<file path="config.mk">
export PLATFORM = sky130hd
export DESIGN_NAME = nco_quad_gen
export DESIGN_NICKNAME = d
export VERILOG_FILES = /design/src/rtl/nco_quad_gen.sv
export SDC_FILE = /design/constraint.sdc
export NUM_CORES = 1
export LEC_CHECK = 0
export BUFFER_PORTS_ARGS = -buffer_cell sky130_fd_sc_hd__buf_2
export CORE_UTILIZATION = 40
export CTS_BUF_LIST = sky130_fd_sc_hd__clkbuf_4
export DETAILED_ROUTE_END_ITERATION = 8
export GPL_ROUTABILITY_DRIVEN = 0
export SYNTH_ARGS = -nofsm -noshare
export SYNTH_HDL_FRONTEND = slang
export SYNTH_SLANG_ARGS = --single-unit
</file>
<file path="constraint.sdc">
create_clock -name clk -period 7.6 [get_ports clk]
set_clock_uncertainty 0.15 [all_clocks]
set_input_delay 0.38 -clock clk [delete_from_list [all_inputs] [get_ports clk]]
set_output_delay 0.38 -clock clk [all_outputs]
set_load 0.01 [all_outputs]
</file>
<file path="src/rtl/nco_quad_gen.sv">
// Quadrature NCO: runtime FCW, phase offset, sync clear, quarter-wave LUT, 3-stage pipeline.
// Optional build macro NCO_DITHER_EN adds LFSR phase dither ahead of LUT address truncation.
module nco_quad_gen #(
    parameter int ACC_W  = 24,
    parameter int LUT_AW = 8,
    parameter int OUT_W  = 12
) (
    input  logic             clk,
    input  logic             rst,
    input  logic             en,
    input  logic             fcw_ld,
    input  logic [ACC_W-1:0] fcw,
    input  logic [ACC_W-1:0] phase_ofs,
    input  logic             sync_clr,
    output logic             out_valid,
    output logic [OUT_W-1:0] ncos,
    output logic [OUT_W-1:0] nsin,
    output logic [ACC_W-1:0] phase_out
);

    localparam int LUT_N   = 1 << LUT_AW;
    localparam int AMP     = (1 << (OUT_W - 1)) - 1;
    localparam int TRUNC_W = ACC_W - 2 - LUT_AW;

    // Quarter-wave table sampled at bin centres; built at elaboration from a Taylor series.
    function automatic logic [LUT_N*OUT_W-1:0] gen_lut();
        real pi_c;
        real x;
        real term;
        real s;
        logic [LUT_N*OUT_W-1:0] tbl;
        tbl  = '0;
        pi_c = 3.14159265358979323846;
        for (int k = 0; k < LUT_N; k++) begin
            x    = 2.0 * pi_c * (real'(k) + 0.5) / (4.0 * real'(LUT_N));
            term = x;
            s    = x;
            for (int n = 1; n <= 12; n++) begin
                term = -term * x * x / real'((2 * n) * (2 * n + 1));
                s    = s + term;
            end
            tbl[k*OUT_W +: OUT_W] = OUT_W'($rtoi(real'(AMP) * s + 0.5));
        end
        return tbl;
    endfunction

    localparam logic [LUT_N*OUT_W-1:0] LUT = gen_lut();

    function automatic logic [OUT_W-1:0] lut_read(input logic [LUT_AW-1:0] idx);
        return LUT[int'(idx)*OUT_W +: OUT_W];
    endfunction

    function automatic logic signed [OUT_W-1:0] quad_map(
        input logic [1:0]       q,
        input logic [OUT_W-1:0] mag_a,
        input logic [OUT_W-1:0] mag_na
    );
        case (q)
            2'd0:    return  $signed(mag_a);
            2'd1:    return  $signed(mag_na);
            2'd2:    return -$signed(mag_a);
            default: return -$signed(mag_na);
        endcase
    endfunction

    logic [ACC_W-1:0] acc;
    logic [ACC_W-1:0] fcw_r;
    logic [ACC_W-1:0] ph;
    logic [ACC_W-1:0] ph_addr;
    logic [ACC_W-1:0] dith;

    always_ff @(posedge clk or negedge rst) begin
        if (!rst) begin
            fcw_r <= '0;
        end else if (fcw_ld) begin
            fcw_r <= fcw;
        end
    end

    // A clear wins over en; the add after a clear picks up any fcw loaded alongside it.
    always_ff @(posedge clk or negedge rst) begin
        if (!rst) begin
            acc <= '0;
        end else if (sync_clr) begin
            acc <= '0;
        end else if (en) begin
            acc <= acc + fcw_r;
        end
    end

`ifdef NCO_DITHER_EN
    localparam logic [ACC_W-1:0] DITH_MASK = (ACC_W'(1) << TRUNC_W) - ACC_W'(1);
    logic [15:0] lfsr;

    always_ff @(posedge clk or negedge rst) begin
        if (!rst) begin
            lfsr <= 16'hACE1;
        end else if (en) begin
            lfsr <= {1'b0, lfsr[15:1]} ^ (lfsr[0] ? 16'hB400 : 16'h0000);
        end
    end

    assign dith = ACC_W'(lfsr) & DITH_MASK;
`else
    assign dith = '0;
`endif

    assign ph      = acc + phase_ofs;
    assign ph_addr = ph + dith;

    // ---- stage 1: phase, quadrant and LUT address ----
    logic                 vld_p1;
    logic [1:0]           q_p1;
    logic [LUT_AW-1:0]    a_p1;
    logic [ACC_W-1:0]     ph_p1;

    always_ff @(posedge clk or negedge rst) begin
        if (!rst) begin
            vld_p1 <= 1'b0;
            q_p1   <= '0;
            a_p1   <= '0;
            ph_p1  <= '0;
        end else begin
            vld_p1 <= en;
            if (en) begin
                q_p1  <= ph_addr[ACC_W-1 -: 2];
                a_p1  <= ph_addr[ACC_W-3 -: LUT_AW];
                ph_p1 <= ph;
            end
        end
    end

    // ---- stage 2: parallel LUT read of a and its mirror ----
    logic                 vld_p2;
    logic [1:0]           q_p2;
    logic [OUT_W-1:0]     mag_a_p2;
    logic [OUT_W-1:0]     mag_na_p2;
    logic [ACC_W-1:0]     ph_p2;
    logic [LUT_AW-1:0]    na_p1;

    assign na_p1 = ~a_p1;

    always_ff @(posedge clk or negedge rst) begin
        if (!rst) begin
            vld_p2    <= 1'b0;
            q_p2      <= '0;
            mag_a_p2  <= '0;
            mag_na_p2 <= '0;
            ph_p2     <= '0;
        end else begin
            vld_p2 <= vld_p1;
            if (vld_p1) begin
                q_p2      <= q_p1;
                mag_a_p2  <= lut_read(a_p1);
                mag_na_p2 <= lut_read(na_p1);
                ph_p2     <= ph_p1;
            end
        end
    end

    // ---- stage 3: quadrant fold; cosine is sine one quadrant ahead ----
    logic                       vld_p3;
    logic signed [OUT_W-1:0]    nsin_p3;
    logic signed [OUT_W-1:0]    ncos_p3;
    logic [ACC_W-1:0]           ph_p3;
    logic [1:0]                 qc_p2;

    assign qc_p2 = q_p2 + 2'd1;

    always_ff @(posedge clk or negedge rst) begin
        if (!rst) begin
            vld_p3  <= 1'b0;
            nsin_p3 <= '0;
            ncos_p3 <= '0;
            ph_p3   <= '0;
        end else begin
            vld_p3 <= vld_p2;
            if (vld_p2) begin
                nsin_p3 <= quad_map(q_p2, mag_a_p2, mag_na_p2);
                ncos_p3 <= quad_map(qc_p2, mag_a_p2, mag_na_p2);
                ph_p3   <= ph_p2;
            end
        end
    end

    assign out_valid = vld_p3;
    assign nsin      = nsin_p3;
    assign ncos      = ncos_p3;
    assign phase_out = ph_p3;

endmodule

</file>
After elaboration in Yosys (flattened, before gate mapping)
Index checks and enable logic that the tools add are counted.
{"block": "op_classes", "eq_ne": 4, "n_mul": 2, "add_sub_neg": 5, "mux": 4, "n_bitwise": 1, "shifts": 2, "reduce_logical": 3}
{"operator": "variable part select 3072 x 13 -> 12 bit (first input constant)", "n": 2}
{"operator": "one-hot mux 12 bit (3 select lines)", "n": 2}
{"operator": "adder 24 bit", "n": 2}
{"operator": "2-to-1 mux 24 bit", "n": 2}
{"operator": "negation 12 bit", "n": 2}
{"operator": "multiplier 8 x 2 -> 10 bit (second input constant)", "n": 2}
{"operator": "inverter 8 bit", "n": 1}
{"operator": "equality test 2 x 1 -> 1 bit (second input constant)", "n": 2}
{"operator": "equality test 2 bit (second input constant)", "n": 2}
{"operator": "zero test 2 bit", "n": 2}
{"operator": "adder 2 x 1 -> 2 bit (second input constant)", "n": 1}
{"operator": "nonzero test 2 bit", "n": 1}
{"block": "totals", "wordCells": 36, "register_bits": 183, "in_bits": 53}

Depth between registers and ports, before layout
{"block": "logic_depth", "depth_word": 3, "ltp_mapped": 14, "mapped_depth_nobuf": 10}

Worst setup path before layout
No wires, ideal clock.
{"block": "synth_path", "path_kind": "reg-to-reg", "startpoint": "register a_p1[1]", "endpoint": "register mag_na_p2[0]", "t_arrival_ns": 3.059, "period_less_slack_ns": 3.358, "n_path_buf": 4, "stages_incl_launch_ff": 13, "setup_time_ns": 0.148, "setup_slack_ns": 4.242, "cell_sequence": "dfrtp_1 -> clkbuf_1 -> inv_1 -> clkbuf_1 -> ha_1 -> clkbuf_1 -> inv_1 -> clkbuf_1 -> a222oi_1 -> o22ai_1 -> or4_1 -> o311ai_0 -> o221ai_1"}
{"block": "synth_between", "elab_chain_cells": 3}
{"item": "start, declared", "line_no": "114", "source": "logic [LUT_AW-1:0] a_p1;"}
{"item": "start signal, assigned", "line_no": "127", "source": "a_p1 <= ph_addr[ACC_W-3 -: LUT_AW];"}
{"item": "inverter 8 bit", "line_no": "141", "source": "assign na_p1 = ~a_p1;"}
{"item": "multiplier 8 x 2 -> 10 bit", "line_no": "50", "source": "return LUT[int'(idx)*OUT_W +: OUT_W];"}
{"item": "variable part select 3072 x 13 -> 12 bit", "line_no": "50"}
{"item": "end signal, assigned", "line_no": "155", "source": "mag_na_p2 <= lut_read(na_p1);"}
{"item": "end, declared", "line_no": "137", "source": "logic [OUT_W-1:0] mag_na_p2;"}
No other way between the ends.
A chain may end at the register's enable or synchronous reset.

Final worst setup path
{"block": "layout_path", "startpoint": "register a_p1[1]", "endpoint": "register mag_a_p2[1]"}
{"block": "layout_between", "elab_chain_cells": 2}
{"item": "multiplier 8 x 2 -> 10 bit", "line_no": "50"}
{"item": "variable part select 3072 x 13 -> 12 bit", "line_no": "50"}
{"item": "end signal, assigned", "line_no": "154", "source": "mag_a_p2 <= lut_read(a_p1);"}
{"item": "end, declared", "line_no": "136", "source": "logic [OUT_W-1:0] mag_a_p2;"}
No other way between the ends.

==> flow_metrics.py <==
metrics = {
    "run_status": {
        "status": "complete, no violations",
    },
    "synthesis": {
        "synth-seq-cells": 169,
        "ys_warn_count": 0,
        "syn_area_per_cell_um2": 8.071,
        "synth_ff_type": "dfrtp_1",
        "synth_enable_flop_cells": 0,
        "seq_area_frac_synth_pct": 29.57,
        "ys_async_sr_fraction_pct": 100.0,
        "netlist_instances": 1772,
        "syn-cell-area_um2": 14300,
        "synth.distinct_cells": 76,
        "synth_nets": 1891,
    },
    "die": {
        "dieArea_um2": 36510,
        "ios": 102,
        "die_y_um": 191.1,
        "initial_core_util_pct": 41.00,
        "rows": 68,
        "dieWidth_um": 191.1,
        "core_area_um2": 34880,
    },
    "worst_setup_path": {
        "cp_max_fo": 31,
        "required_ns": 7.95,
        "slowest_stage": "dfrtp_1",
        "critPathCaptureType": "flop",
        "crit_arrival_ns": 5.21,
        "critPathLaunchType": "flop",
        "slowest_delay_ns": 1.14,
        "worstSetupPathType": "flop to flop",
        "worstPathBufferInverterCount": 2,
        "timing.rr.start": "a_p1[1]$_DFFE_PN0P_",
        "cpLargestDelayFamily": "flip-flops",
        "reg2reg_slack_ns": 2.74,
        "r2r_end": "mag_a_p2[1]$_DFFE_PN0P_",
        "path_cells": "inv_1 -> ha_1 -> buf_4 -> nor2b_1 -> nor2_1 -> a222oi_1 -> nor2_1 -> nor4_1 -> a311oi_1 -> a311oi_1 -> a21oi_1",
        "r2r_cells": 11,
    },
    "clock_network": {
        "cts_tree": "done",
        "cts_root_buf": "clkbuf_4",
        "cts_buffers": 17,
        "clk_pin_slew_ns": 0.18,
        "insertion_delay_ns": 0.61,
        "htreeDepth": 4,
        "cts_post_setup_buffers_inserted": 0,
        "cts_resized": 0,
        "cts_sinks": 169,
        "cts_hold_buf": 27,
        "cts_buffer_depth": 2,
    },
    "global_routing": {
        "grt_antenna_before_repair": 1,
        "grt_pass1_wl_um": 77270,
        "grt.total_usage_pct": 27.08,
        "overflow": 0,
        "grt_max_degree": 98,
        "grt_pass1_vias": 13530,
    },
    "timing": {
        "period_share_pct": 63.95,
        "finalSetupViolCount": 0,
        "final-hold-violation-count": 0,
        "period_needed_ns": 4.860,
        "max_slew_margin_pct": 22.01,
        "tns_ns": 0,
        "rsz0062_at_grt": "no",
        "max_freq_mhz": 205.7,
        "worst_slew_pin_slew_ns": 1.170,
        "final-max-slew-violation-count": 0,
    },
    "flow_run": {
        "max_cap_violations": 0,
    },
    "power": {
        "swShare_pct": 55.65,
        "ir_drop_uv": 178.7,
        "fin_total_pwr_mw": 7.176,
        "pwr-share-comb_pct": 68.7,
        "p_switching_mw": 3.993,
        "p_leak_nw": 6.427,
        "powerDensity_nw_per_um2": 463.8,
        "clock_power_share_pct": 8.2,
        "seqPwrFrac_pct": 23.1,
        "p_int_mw": 3.182,
    },
    "place": {
        "port_buffers": 101,
        "dp.cells": 2182,
        "dp_hpwl_um": 32720,
        "dpl_cell_area_um2": 14890,
    },
    "final_layout": {
        "stdcell_area_um2": 15470,
        "layout.cells.non_filler": 2242,
        "utilization_pct": 44.35,
        "drive_above_1_share_pct": 15.57,
        "final_common_cell": "a21oi_1",
        "nets": 1892,
        "final_cell_mix": "a21oi_1 (184), o21ai_0 (182), dfrtp_1 (161), nor2_1 (158), nand2_1 (157)",
        "area_delta_synth_final_pct": 8.189,
    },
    "detailed_routing": {
        "vias_per_cell": 6.427,
        "drt_pass1_iterations": 9,
        "vias": 14410,
        "drtIter0Drc": 2024,
        "wl_per_cell_um": 21.95,
        "final_antenna_net_count": 0,
        "wl_um": 49220,
        "drc": 0,
    },
    "hold_path": {
        "hp-start": "phase_ofs[3]",
        "min_to": "ph_p1[3]$_DFFE_PN0P_",
        "hp-class": "primary input to flop",
        "hold_depth": 4,
    },
}
## sequential cells by signal (all words and copies together) (netlist names)
register	flops
acc	24
fcw_r	24
phase_out	24
ph_p2	22
ph_p1	15
ncos	12
nsin	12
mag_a_p2	11
mag_na_p2	11
a_p1	7
q_p1	2
q_p2	2
out_valid	1
vld_p1	1
vld_p2	1
## cell families (layout without fill, tap and decap cells)
family | Yosys count | count (layout) | share of synthesized area (%)
multiplexers | 139 | 139 | 11.75
adder cells (fa/ha/maj) | 66 | 66 | 5.879
AND/OR/NAND/NOR | 489 | 489 | 15.43
flip-flops | 169 | 169 | 29.57
XOR/XNOR | 51 | 51 | 3.123
other | 0 | 1 | 0
AO/OA/AOI/OAI | 646 | 646 | 28.38
buffers and inverters | 212 | 226 | 5.862
## stage by stage
step | setup WS, ns | hold slack [ns]
2_1_floorplan | 4.242 | -0.06559
3_3_place_gp | 3.167 | 0.3275
3_5_place_dp | 3.093 | 0.3273
4_1_cts | 3.063 | 0.03790
5_1_grt | 2.591 | 0.05807
6_report | 2.740 | 0.09502
## cell type report
type / count / area (µm²)
fill: 3537 / 19410
multi-input combinational: 1391 / 9234
sequential: 169 / 4242
timing repair buffer: 149 / 942.2
tap: 455 / 569.3
clock inverter: 15 / 186.4
inverter: 45 / 168.9
clock buffer: 17 / 127.6
antenna: 1 / 2.502
## worst max-delay path by stage
stage | from | to | slack (ns) | cells past startpoint
final | a_p1[1]$_DFFE_PN0P_ | mag_a_p2[1]$_DFFE_PN0P_ | 2.74 | 11
after global routing | a_p1[1]$_DFFE_PN0P_ | mag_a_p2[1]$_DFFE_PN0P_ | 2.59 | 11
after CTS | a_p1[1]$_DFFE_PN0P_ | mag_a_p2[1]$_DFFE_PN0P_ | 3.06 | 11
after detailed placement | a_p1[1]$_DFFE_PN0P_ | mag_a_p2[1]$_DFFE_PN0P_ | 3.09 | 11
after global placement | a_p1[1]$_DFFE_PN0P_ | mag_a_p2[1]$_DFFE_PN0P_ | 3.17 | 11
after floorplan | a_p1[1]$_DFFE_PN0P_ | mag_na_p2[0]$_DFFE_PN0P_ | 4.24 | 12
## metal layers
metal  routed length [µm]  vias up  track usage, %
li1                     -     6563               -
met1                19590     6734           35.19
met2                21590      921           41.03
met3                 5434      192           7.399
met4                 2601        0           13.77
met5                    0        -               0
## cells in the mapped netlist, types with 4 or more instances
master / count / area (µm²)
a2111oi_0: 5 / 43.79
a211o_1: 8 / 70.07
a211oi_1: 25 / 187.7
a21boi_0: 5 / 37.54
a21o_1: 22 / 165.2
a21oi_1: 184 / 920.9
a221oi_1: 10 / 87.58
a22oi_1: 6 / 45.04
a311oi_1: 17 / 148.9
a31oi_1: 25 / 156.4
and2_1: 8 / 50.05
and3_1: 5 / 31.28
buf_1: 28 / 105.1
buf_2: 9 / 45.04
clkbuf_1: 124 / 465.5
dfrtp_1: 169 / 4229
ha_1: 64 / 800.8
inv_1: 40 / 150.1
mux2_2: 95 / 1070
mux2i_1: 31 / 310.3
mux4_2: 11 / 247.7
nand2_1: 157 / 589.3
nand2b_1: 23 / 143.9
nand3_1: 39 / 195.2
nand4_1: 7 / 43.79
nor2_1: 158 / 593.1
nor2b_1: 22 / 137.6
nor3_1: 41 / 205.2
nor4_1: 5 / 31.28
o2111ai_1: 8 / 70.07
o211ai_1: 30 / 225.2
o21a_1: 10 / 75.07
o21ai_0: 182 / 910.9
o21bai_1: 12 / 90.09
o221ai_1: 13 / 113.9
o22ai_1: 16 / 100.1
o311ai_0: 21 / 183.9
o31ai_1: 13 / 97.59
or3_1: 4 / 25.02
xnor2_1: 33 / 289.0
xor2_1: 18 / 157.7
## tightest hold or removal path, delay by kind of cell
kind / cells / cell delay [ns]
buffers and inverters: 1 / 0.08
adders and majority gates: 1 / 0.16
AOI/OAI and AO/OA: 2 / 0.16
## power by group through the flow
stage	clock network (mW)	logic, mW	registers (mW)
final	0.586	4.93	1.66
after global routing	0.638	5.27	1.71
after CTS	0.607	4.69	1.65
after detailed placement	0	4.66	1.67
after global placement	0	4.65	1.66
after floorplan	0	3.45	1.49
Power figures use the tool's default switching activity.
